[config.mk]
export PLATFORM = sky130hd
export DESIGN_NAME = subtree_rr_arbiter
export DESIGN_NICKNAME = d
export VERILOG_FILES = /design/src/rtl/subtree_arb_pkg.sv /design/src/rtl/rr_pick.sv /design/src/rtl/subtree_rr_arbiter.sv
export SDC_FILE = /design/constraint.sdc
export NUM_CORES = 1
export LEC_CHECK = 0
export ABC_AREA = 1
export CORE_MARGIN = 3
export CORE_UTILIZATION = 57
export CTS_BUF_LIST = sky130_fd_sc_hd__clkbuf_4 sky130_fd_sc_hd__clkbuf_8
export DETAILED_ROUTE_END_ITERATION = 10
export PLACE_DENSITY = 0.83
export SLEW_MARGIN = 20
export SYNTH_ARGS = -nofsm -noshare
export SYNTH_HDL_FRONTEND = slang
export SYNTH_SLANG_ARGS = --single-unit
[constraint.sdc]
create_clock -name clk -period 3.8 [get_ports clk]
set_clock_uncertainty 0.05 [all_clocks]
set_input_delay 0.57 -clock clk [delete_from_list [all_inputs] [get_ports clk]]
set_output_delay 0.57 -clock clk [all_outputs]
set_load 0.1 [all_outputs]
[src/rtl/subtree_arb_pkg.sv]
// rtl/subtree_arb_pkg.sv - shared types and default constants for the subtree round-robin arbiter
package subtree_arb_pkg;

    // Default fan-out of one node of the generated hierarchy
    localparam int SUBTREE_FANOUT   = 5;
    // Default grant length limit, only meaningful with SUBTREE_ARB_TIMEOUT_EN
    localparam int SUBTREE_MAX_HOLD = 16;

    typedef enum logic [1:0] {
        IDLE  = 2'd0,
        GRANT = 2'd1,
        TURN  = 2'd2
    } arb_state_e;

endpackage

[src/rtl/rr_pick.sv]
// rtl/rr_pick.sv - rotating priority encoder: first request strictly after last_idx, wrapping
module rr_pick #(
    parameter int N_REQ = 5,
    parameter int IDX_W = $clog2(N_REQ)
) (
    input  logic [N_REQ-1:0] req,
    input  logic [IDX_W-1:0] last_idx,
    output logic [IDX_W-1:0] winner,
    output logic             any
);

    int               cand;
    logic [IDX_W-1:0] cand_idx;

    // Walk last_idx+1 .. last_idx+N_REQ (mod N_REQ) and keep the first hit
    always_comb begin
        winner   = '0;
        any      = 1'b0;
        cand     = 0;
        cand_idx = '0;
        for (int k = 1; k <= N_REQ; k++) begin
            cand = int'(last_idx) + k;
            if (cand >= N_REQ) begin
                cand = cand - N_REQ;
            end
            cand_idx = IDX_W'(cand);
            if (!any && req[cand_idx]) begin
                any    = 1'b1;
                winner = cand_idx;
            end
        end
    end

endmodule

[src/rtl/subtree_rr_arbiter.sv]
// rtl/subtree_rr_arbiter.sv - round-robin arbiter for subtree siblings; optional hold limit via SUBTREE_ARB_TIMEOUT_EN
module subtree_rr_arbiter
    import subtree_arb_pkg::*;
#(
    parameter int N_REQ    = SUBTREE_FANOUT,
    parameter int MAX_HOLD = SUBTREE_MAX_HOLD,
    parameter int IDX_W    = $clog2(N_REQ)
) (
    input  logic             clk,
    input  logic             rst_n,
    input  logic [N_REQ-1:0] req,
    input  logic [N_REQ-1:0] rel,
    output logic [N_REQ-1:0] gnt,
    output logic             gnt_valid,
    output logic [IDX_W-1:0] gnt_idx,
    output logic             busy,
    output logic             timeout
);

    arb_state_e       state_q, state_d;
    logic [N_REQ-1:0] gnt_q, gnt_d;
    logic [IDX_W-1:0] gnt_idx_q, gnt_idx_d;
    logic [IDX_W-1:0] last_idx_q, last_idx_d;
    logic [IDX_W-1:0] pick_idx;
    logic             pick_any;
    logic             owner_done;

`ifdef SUBTREE_ARB_TIMEOUT_EN
    localparam int HOLD_W = $clog2(MAX_HOLD + 1);
    logic [HOLD_W-1:0] hold_cnt_q, hold_cnt_d;
    logic              timeout_q, timeout_d;
`else
    logic unused_max_hold;
    assign unused_max_hold = (MAX_HOLD >= 2);
`endif

    rr_pick #(
        .N_REQ (N_REQ),
        .IDX_W (IDX_W)
    ) u_pick (
        .req      (req),
        .last_idx (last_idx_q),
        .winner   (pick_idx),
        .any      (pick_any)
    );

    // Only the current owner's rel/req matter; everyone else is ignored
    assign owner_done = rel[gnt_idx_q] | ~req[gnt_idx_q];

    // Next-state: arbitrate in IDLE, hold in GRANT, one dead cycle in TURN
    always_comb begin
        state_d    = state_q;
        gnt_d      = gnt_q;
        gnt_idx_d  = gnt_idx_q;
        last_idx_d = last_idx_q;
`ifdef SUBTREE_ARB_TIMEOUT_EN
        hold_cnt_d = hold_cnt_q;
        timeout_d  = 1'b0;
`endif
        unique case (state_q)
            IDLE: begin
                if (pick_any) begin
                    state_d         = GRANT;
                    gnt_d           = '0;
                    gnt_d[pick_idx] = 1'b1;
                    gnt_idx_d       = pick_idx;
                    last_idx_d      = pick_idx;
`ifdef SUBTREE_ARB_TIMEOUT_EN
                    hold_cnt_d      = '0;
`endif
                end
            end
            GRANT: begin
`ifdef SUBTREE_ARB_TIMEOUT_EN
                if (hold_cnt_q != HOLD_W'(MAX_HOLD)) begin
                    hold_cnt_d = hold_cnt_q + HOLD_W'(1);
                end
`endif
                if (owner_done) begin
                    gnt_d   = '0;
                    state_d = TURN;
                end
`ifdef SUBTREE_ARB_TIMEOUT_EN
                else if (hold_cnt_q == HOLD_W'(MAX_HOLD - 1)) begin
                    gnt_d     = '0;
                    state_d   = TURN;
                    timeout_d = 1'b1;
                end
`endif
            end
            TURN: begin
                state_d = IDLE;
            end
            default: begin
                state_d = IDLE;
                gnt_d   = '0;
            end
        endcase
    end

    // State and output registers; reset points the pointer at the last requester so 0 wins first
    always_ff @(posedge clk or negedge rst_n) begin
        if (!rst_n) begin
            state_q    <= IDLE;
            gnt_q      <= '0;
            gnt_idx_q  <= '0;
            last_idx_q <= IDX_W'(N_REQ - 1);
`ifdef SUBTREE_ARB_TIMEOUT_EN
            hold_cnt_q <= '0;
            timeout_q  <= 1'b0;
`endif
        end else begin
            state_q    <= state_d;
            gnt_q      <= gnt_d;
            gnt_idx_q  <= gnt_idx_d;
            last_idx_q <= last_idx_d;
`ifdef SUBTREE_ARB_TIMEOUT_EN
            hold_cnt_q <= hold_cnt_d;
            timeout_q  <= timeout_d;
`endif
        end
    end

    assign gnt       = gnt_q;
    assign gnt_valid = |gnt_q;
    assign gnt_idx   = gnt_idx_q;
    assign busy      = (state_q != IDLE);
`ifdef SUBTREE_ARB_TIMEOUT_EN
    assign timeout   = timeout_q;
`else
    assign timeout   = 1'b0;
`endif

endmodule

* After elaboration in Yosys (flattened, before gate mapping)
Index checks and enable logic that the tools add are counted.
** Word-level totals
- Logic and storage cells :: 86
- Bits in registers :: 13
- Output and inout port bits :: 11
- Input bits :: 12
** Cells by class
- Magnitude comparators :: 13
- Bitwise operators :: 3
- Add/sub/neg operators :: 10
- Reductions and logical operators :: 15
- Muxes and demuxes :: 37
- Equality and inequality tests :: 4
** Operators with widths (count)
- $mux W3 :: 10
- $lt A3 B4 Y1 const B :: 7
- $bmux W1 S3 :: 7
- $ge A4 B3 Y1 const B :: 5
- $pmux W5 S3 :: 1
- $sub A3 B3 Y3 const B :: 5
- $mux W1 :: 13
- $mux W5 :: 2
- $add A3 B2 Y4 const B :: 2
- $add A3 B3 Y4 const B :: 2
- $logic_and A1 B1 Y1 :: 5
- $reduce_or A5 Y1 :: 1
- $add A3 B1 Y4 const B :: 1
- $logic_not A1 Y1 :: 4
- $mux W2 :: 2
- $ne A2 B2 Y1 const B :: 2
- $pmux W2 S2 :: 1
- $reduce_and A2 Y1 :: 2
- $demux W1 S3 :: 1
- $ge A3 B1 Y1 const B :: 1
- $reduce_and A3 Y1 :: 1
- $eq A2 B1 Y1 const B :: 1
- $eq A2 B2 Y1 const B :: 1
- $logic_not A2 Y1 :: 1
- 3 further kinds :: 4

* Depth between registers and ports, before layout
Gate-level depths: netlist of the first run.
- Depth in word-level cells :: 24
- Gate-level depth with buffers :: 22
- Mapped depth without buffers :: 21

* Hierarchy
Synthesis of the first run repeated with hierarchy kept, for this count alone.
** Second synthesis, totals
- Cells, all modules :: 257
- Area total of the unflattened synthesis :: 1590.3 sq um
** By module, submodules not included
- rr_pick :: times used 1, area each 953.4 sq um, cells each 174, sequential area each 0.0 sq um
- subtree_rr_arbiter :: times used 1, area each 636.9 sq um, cells each 83, sequential area each 276.5 sq um

* Least setup slack after synthesis of the first run
Ideal clock, no wire load.
- Kind :: register to register
- From :: register gnt_idx_q[0] (netlist: gnt_idx[0])
- To :: register state_q[0]
- Library setup time :: 0.124 ns
- Arrival :: 2.541 ns
- Slack :: 1.085 ns
- Path buffers :: 1
- Clock period less this slack :: 2.715 ns
- Stages on the path, launching flop included :: 19
- Data required time :: 3.626 ns
- Cells stage by stage :: dfrtp_1 > buf_6 > inv_4 > ha_1 > inv_1 > fa_1 > a21oi_1 > nand2_1 > nand2_1 > inv_1 > nand3_1 > nand3_1 > nand2_1 > nand3_4 > nor2_8 > nand3b_4 > nand2_2 > inv_2 > or2_1
** On the way
- Word-level cells in the longest chain between the ends :: 6
- Elaborated cells between the ends (all ways) :: 8
- Classes of those cells :: 1 x eq/ne; 4 x mux; 2 x bitwise; 1 x reduce/logical
** Ends and longest elaborated chain
- start, declared :: line subtree_rr_arbiter.sv:22 : logic [IDX_W-1:0] gnt_idx_q, gnt_idx_d;
- start signal, assigned :: line subtree_rr_arbiter.sv:115 : gnt_idx_q <= gnt_idx_d;
- $bmux W1 S3 :: line subtree_rr_arbiter.sv:48 : assign owner_done = rel[gnt_idx_q] | ~req[gnt_idx_q];
- $mux W1 (implied by the code) :: line subtree_rr_arbiter.sv:48
- $not A1 Y1 :: line subtree_rr_arbiter.sv:48
- $or A1 B1 Y1 (*) :: line subtree_rr_arbiter.sv:48
- $ne A2 B2 Y1 (no line) (*)
- $reduce_and A2 Y1 (no line) (*)
- end signal, assigned :: line subtree_rr_arbiter.sv:113 : state_q <= state_d;
- end, declared :: line subtree_rr_arbiter.sv:20 : arb_state_e state_q, state_d;
Mark *: on every way between the ends. The rest lies on a longest branch, timed or not. The select of a mux whose other input is x is not followed.
A chain may end at the register's enable or synchronous reset.

* Worst setup path after layout of the first run
- From :: register gnt_idx_q[1] (netlist: gnt_idx[1])
- To :: register gnt_q[1] (netlist: gnt[1])
** On the way
- Word-level cells in the longest chain between the ends :: 6
- Elaborated cells between the ends (all ways) :: 8
- Classes of those cells :: 1 x eq/ne; 4 x mux; 2 x bitwise; 1 x reduce/logical
** Ends and longest elaborated chain
- $bmux W1 S3 :: line subtree_rr_arbiter.sv:48
- $mux W1 (implied by the code) :: line subtree_rr_arbiter.sv:48
- $not A1 Y1 :: line subtree_rr_arbiter.sv:48
- $or A1 B1 Y1 (*) :: line subtree_rr_arbiter.sv:48
- $ne A2 B2 Y1 (no line) (*)
- $reduce_and A3 Y1 (no line) (*)
- end signal, assigned :: line subtree_rr_arbiter.sv:114 : gnt_q <= gnt_d;
- end, declared :: line subtree_rr_arbiter.sv:21 : logic [N_REQ-1:0] gnt_q, gnt_d;
Marked as above.

==> flow_metrics.py, run 1 <==
metrics = {
    "setup_path": {
        "critPathLaunch": "gnt_idx[1]",
        "cp-end-kind": "flop",
        "crit_top_cell": "nand2_1",
        "endpoint": "gnt[1]",
        "required_ns": 3.96,
        "critPathTopFamily": "simple AND/OR/NAND/NOR gates",
        "crit_slowest_cell": "dfrtp_1",
        "r2r_slack_ns": 0.79,
        "path_max_fanout": 10,
        "critical_path_class": "flop to flop",
        "max_stage_delay_ns": 0.56,
        "crit_buf_inv": 1,
        "r2r_end": "gnt[1]",
        "worstPathArrival_ns": 3.17,
        "cp.depth": 18,
        "crit_path_start_kind": "flop",
        "regToRegStartpoint": "gnt_idx[1]",
        "ff2ff_path_depth": 18,
        "cp_cell_sequence": "inv_1 -> ha_1 -> ha_1 -> nand2_1 -> nand2_2 -> nand2_1 -> nand2_1 -> nand2_1 -> nand3_1 -> nand3_1 -> nand2_2 -> nand3_1 -> nor2_1 -> nor2_1 -> nand3_2 -> nor2_1 -> nand2_1 -> nand2_1",
    },
    "finish": {
        "design_area_mm2": 0.00182,
        "fillCellCount": 226,
        "seq_area_um2": 277,
        "syn2layout_area_growth_pct": 14.7,
        "drive_above_1_share": 0.160,
        "antenna_cells": 0,
        "nets": 280,
        "multi_input_area_mm2": 0.00114,
        "layout.cells.non_filler": 286,
    },
    "floorplanning": {
        "ios": 23,
        "core_region_area_mm2": 0.00257,
        "chipWidth_um": 58.7,
        "rows": 18,
        "initial_core_util": 0.616,
        "dieArea_mm2": 0.00345,
        "dieHeight_um": 58.7,
    },
    "detailed_routing": {
        "drt_first_pass_iters": 4,
        "vias_per_cell": 5.82,
        "wl_per_cell_um": 14.0,
        "drtAntennaViolNets": 0,
        "drc": 0,
        "drt_iter0_markers": 114,
        "drt_wl_total_mm": 4.01,
        "via_count": 1665,
    },
    "timing": {
        "worst_pin_slew_ns": 0.985,
        "max_freq_mhz": 332,
        "rsz0062_at_grt": "no",
        "fin_crit_sh": 0.792,
        "fin_crit_ns": 3.01,
        "tns_ns": 0,
        "setup_viol": 0,
        "drv_slew": 0,
        "slew_headroom": 0.341,
        "finalHoldViolations": 0,
    },
    "clock_network": {
        "cts_setup_buffers": 0,
        "clockBufferDepth": 2,
        "cts-root-buf": "clkbuf_4",
        "hold_buffers": 0,
        "ctsResizeCount": 0,
        "htree_levels": 1,
        "cts_buffers": 3,
        "clkSinkCount": 11,
        "cts.clk_slew.worst_paths_ns": 0.07,
        "insertion_delay_ns": 0.27,
        "cts_tree": "yes",
    },
    "placed_design": {
        "port_buffers": 21,
        "globalplace.congestion": 0.931,
        "place_area_mm2": 0.00179,
        "dpl.cell_count": 282,
        "hpwlAfterDp_mm": 3.24,
    },
    "logic_synthesis": {
        "synth_top_cell_by_area": "nand2_1",
        "synth.distinct_cells": 38,
        "syn_avg_cell_area_um2": 6.71,
        "syn_inst": 236,
        "ys_seq_area_frac": 0.175,
        "synthDominantCellAreaShare": 0.159,
        "netlist_area_mm2": 0.00158,
        "synth-async-reset-ratio": 1.00,
        "synth.area.top_cells": "nand2_1, dfrtp_1, nand3_1, ha_1, inv_1",
        "synth_edf_count": 0,
        "ys_warn_count": 0,
        "synth-seq-cells": 11,
        "synth_ff_type": "dfrtp_1",
        "synth.net_count": 259,
    },
    "grt": {
        "grt_use_total": 0.256,
        "grt-ovfl-total": 0,
        "grt_pass1_vias": 1611,
        "grt_max_degree": 20,
        "antenna_found_initial": 0,
        "grt_pass1_wl_mm": 6.89,
    },
    "worst_hold_path": {
        "hp-class": "flop to flop",
        "hold_start": "state_q[1]",
    },
    "job": {
        "cap_violations": 0,
    },
    "outcome": {
        "status": "complete, no violations",
    },
}
==> metrics by stage <==
stage                     hold WS (ns)  worst slack [ns]  utilization
after global routing             0.474             0.478        0.707
final                            0.435             0.792        0.707
after detailed placement         0.422             0.854        0.695
after CTS                        0.432             0.826        0.707
after floorplan                  0.224              1.08            -
after global placement           0.422             0.845        0.695
==> per-layer routing <==
layer  GRT usage  vias up  share of wire  wire length (um)
met1       0.307      754           0.41              1650
li1            -      816              -                 -
met2       0.448       78           0.49              1960
met5           0        -              0                 0
met4       0.142        0          0.038               154
met3      0.0241       17          0.062               247
==> kinds of logic (layout without fill, tap and decap cells) <==
logic type	Yosys count	after routing	share of synthesized area
other cells	1	1	0.00237
flops	11	11	0.175
buf+inv	35	55	0.102
simple gates	149	149	0.500
fa+ha+maj	11	11	0.0917
compound gates	26	26	0.108
xor+xnor	3	3	0.0213
==> state kept, by name, indices dropped and copies added, names as in the netlist <==
signal / count
gnt: 5
gnt_idx: 3
state_q: 2
last_idx_q: 1
==> cell usage in the layout, fill, tap and decap left out, types with 2 or more instances in the layout <==
master,count
nand2_1,67
nand3_1,32
inv_1,22
clkdlybuf4s50_1,20
nor2_1,14
nand2_2,10
ha_1,10
dfrtp_1,10
o21ai_1,8
nand4_1,8
inv_2,6
nand3_2,4
a21oi_1,4
o211ai_1,4
clkbuf_4,4
o21ai_0,3
nand3_4,3
o21ai_2,3
nor3_1,2
nand3b_1,2
nand2_4,2
buf_4,2
==> worst min-delay path by stage <==
stage / slack (ns) / cells after the start / to
after floorplan: 0.22 / 0 / gnt[0]
after global placement: 0.42 / 1 / state_q[1]
after detailed placement: 0.42 / 1 / state_q[1]
after CTS: 0.43 / 1 / state_q[1]
after global routing: 0.47 / 1 / state_q[1]
final: 0.44 / 1 / state_q[1]
==> area by class of cell <==
| class | count | share of cell area |
|---|---|---|
| clock buffer | 4 | 0.0165 |
| timing repair buffer | 22 | 0.119 |
| multi-input combinational | 190 | 0.631 |
| inverter | 29 | 0.0613 |
| tap | 30 | 0.0207 |
| sequential | 11 | 0.152 |
==> cells in the mapped netlist, types with 4 or more instances <==
| cell type | number |
|---|---|
| nand3_1 | 32 |
| nand2_2 | 10 |
| o211ai_1 | 4 |
| ha_1 | 10 |
| nand3_2 | 4 |
| dfrtp_1 | 10 |
| o21ai_1 | 8 |
| nor2_1 | 14 |
| inv_2 | 6 |
| inv_1 | 22 |
| a21oi_1 | 4 |
| nand2_1 | 67 |
| nand4_1 | 8 |
Power of run 1 is not shown: default switching activity piles up to over one toggle a cycle in this logic, so the estimate is an artifact.
==> run 2, diff against run 1 <==
--- a/config.mk
+++ b/config.mk
@@ -7,10 +7,10 @@
 export LEC_CHECK = 0
 export ABC_AREA = 1
 export CORE_MARGIN = 3
-export CORE_UTILIZATION = 57
+export CORE_UTILIZATION = 51
 export CTS_BUF_LIST = sky130_fd_sc_hd__clkbuf_4 sky130_fd_sc_hd__clkbuf_8
 export DETAILED_ROUTE_END_ITERATION = 10
-export PLACE_DENSITY = 0.83
+export PLACE_DENSITY = 0.79
 export SLEW_MARGIN = 20
 export SYNTH_ARGS = -nofsm -noshare
 export SYNTH_HDL_FRONTEND = slang
==> constraint.sdc (replaced) <==
create_clock -name clk -period 2.68 [get_ports clk]
set_clock_uncertainty 0.05 [all_clocks]
set_input_delay 0.402 -clock clk [delete_from_list [all_inputs] [get_ports clk]]
set_output_delay 0.402 -clock clk [all_outputs]
set_load 0.1 [all_outputs]
==> flow_metrics.py, run 2 (synthesized netlist as in run 1, its figures left out) <==
metrics = {
    "outcome": {
        "status": "complete, no violations",
    },
    "grt": {
        "grt_pass1_vias": 1558,
        "grt_use_total": 0.236,
        "antenna_found_initial": 0,
        "grt_pass1_wl_mm": 6.71,
        "grt-ovfl-total": 0,
        "grt_max_degree": 14,
    },
    "setup_path": {
        "path_max_fanout": 7,
        "required_ns": 2.80,
        "crit_path_start_kind": "flop",
        "crit_slowest_cell": "dfrtp_2",
        "ff2ff_path_depth": 20,
        "worstPathArrival_ns": 2.75,
        "crit_top_cell": "nand2_1",
        "cp_cell_sequence": "inv_1 -> ha_1 -> inv_1 -> nand2_1 -> nand2_2 -> nand2_1 -> nand2_2 -> inv_1 -> nand3_1 -> nand3_2 -> nand2_4 -> nand3_4 -> nor2_8 -> nand3b_4 -> nand2_4 -> inv_6 -> nand2_4 -> inv_2 -> nand2_1 -> nand2_1",
        "r2r_slack_ns": 0.05,
        "max_stage_delay_ns": 0.45,
        "r2r_end": "gnt[3]",
        "critical_path_class": "flop to flop",
        "cp-end-kind": "flop",
        "regToRegStartpoint": "gnt_idx[1]",
    },
    "timing": {
        "worst_pin_slew_ns": 0.513,
        "fin_crit_ns": 2.63,
        "fin_crit_sh": 0.981,
        "setup_viol": 0,
        "rsz0062_at_grt": "yes",
        "drv_slew": 0,
        "max_freq_mhz": 380,
        "slew_headroom": 0.657,
        "finalHoldViolations": 0,
        "tns_ns": 0,
    },
    "job": {
        "cap_violations": 0,
    },
    "clock_network": {
        "htree_levels": 1,
        "cts-root-buf": "clkbuf_4",
        "hold_buffers": 0,
        "cts_buffers": 3,
        "clkSinkCount": 11,
        "insertion_delay_ns": 0.28,
        "cts_tree": "yes",
        "clockBufferDepth": 2,
        "cts.clk_slew.worst_paths_ns": 0.07,
    },
    "detailed_routing": {
        "drc": 0,
        "via_count": 1755,
        "drtAntennaViolNets": 0,
        "drt_wl_total_mm": 4.65,
        "drt_first_pass_iters": 4,
        "wl_per_cell_um": 15.1,
        "vias_per_cell": 5.68,
        "drt_iter0_markers": 121,
    },
    "finish": {
        "drive_above_1_share": 0.378,
        "fillCellCount": 213,
        "syn2layout_area_growth_pct": 34.5,
        "antenna_cells": 0,
        "final_cell_mix": "nand2_1, buf_4, nand3_1",
        "nets": 302,
        "mostFrequentLayoutCell": "nand2_1",
        "layout.cells.non_filler": 309,
        "largest_register_ffs": 5,
    },
    "floorplanning": {
        "initial_core_util": 0.555,
        "ios": 23,
        "dieArea_mm2": 0.00381,
        "dieHeight_um": 61.7,
        "core_region_area_mm2": 0.00285,
        "chipWidth_um": 61.7,
        "rows": 19,
    },
    "placed_design": {
        "globalplace.congestion": 0.916,
        "dpl.cell_count": 294,
        "hpwlAfterDp_mm": 3.40,
        "port_buffers": 21,
    },
    "worst_hold_path": {
        "hp-class": "input pin to asynchronous set/reset pin",
    },
}
[run 2: changes by cell type in the layout (fill, tap and decap cells not counted), sizes merged]
cell           change
clkdlybuf4s50      -9
buf               +31
[run 2: layout make-up]
class | count | area (um2) | share of cell area
multi-input combinational | 190 | 1300 | 0.610
timing repair buffer | 44 | 365 | 0.172
inverter | 29 | 119 | 0.0558
tap | 31 | 38.8 | 0.0182
sequential | 11 | 278 | 0.130
clock buffer | 4 | 30.0 | 0.0141
[run 2: worst max-delay path by stage]
stage	startpoint	endpoint	slack [ns]	depth (start not counted)
floorplan	gnt_idx[0]	state_q[0]	0.01	18
global placement	gnt_idx[0]	gnt[3]	-0.03	20
detailed placement	gnt_idx[0]	gnt[3]	-0.03	20
CTS	last_idx_q[2]	gnt[3]	0.02	15
global route	gnt_idx[0]	gnt[3]	-0.08	19
finish	gnt_idx[1]	gnt[3]	0.05	20
[run 2: repair_timing]
action / 4_1_cts / 5_1_grt
buffers inserted: 3 / 8
pin swaps: 2 / 20
gates resized for setup: 7 / 38
endpoints found under the setup margin: 3 / 10
[run 2: metrics by stage]
step | cell area (um2) | hold slack, ns | utilization | worst slack (ns)
after floorplan | 1590 | 0.0564 | - | 0.0137
after global placement | 1850 | 0.422 | 0.650 | -0.0341
after detailed placement | 1850 | 0.434 | 0.650 | -0.0286
after CTS | 1930 | 0.421 | 0.675 | 0.0223
after global routing | 2130 | 0.424 | 0.746 | -0.0787
final | 2130 | 0.409 | 0.746 | 0.0512
[run 2: layer usage]
metal | routed length, um | global-route usage | vias to the layer above
li1 | - | - | 866
met1 | 2020 | 0.293 | 815
met2 | 2290 | 0.428 | 63
met3 | 248 | 0.0248 | 11
met4 | 93 | 0.0697 | 0
met5 | 0 | 0 | -
[run 2: critical path, delay by kind of cell (launching register included)]
kind	cells	cell delay [ns]
adder cells (fa/ha/maj)	1	0.27
flip-flops	1	0.45
buffers and inverters	5	0.43
AND/OR/NAND/NOR	14	1.31
Power of run 2 is left out for the same reason.
==> run 3, diff against run 2 <==
--- a/config.mk
+++ b/config.mk
@@ -6,10 +6,12 @@
 export NUM_CORES = 1
 export LEC_CHECK = 0
 export ABC_AREA = 1
+export CAP_MARGIN = 40
 export CORE_MARGIN = 3
 export CORE_UTILIZATION = 51
 export CTS_BUF_LIST = sky130_fd_sc_hd__clkbuf_4 sky130_fd_sc_hd__clkbuf_8
 export DETAILED_ROUTE_END_ITERATION = 10
+export GPL_ROUTABILITY_DRIVEN = 0
 export PLACE_DENSITY = 0.79
 export SLEW_MARGIN = 20
 export SYNTH_ARGS = -nofsm -noshare
==> results of run 3 <==
Final layout, timing and power as in run 2 (identical DEF).
Power of run 3 is left out for the same reason.
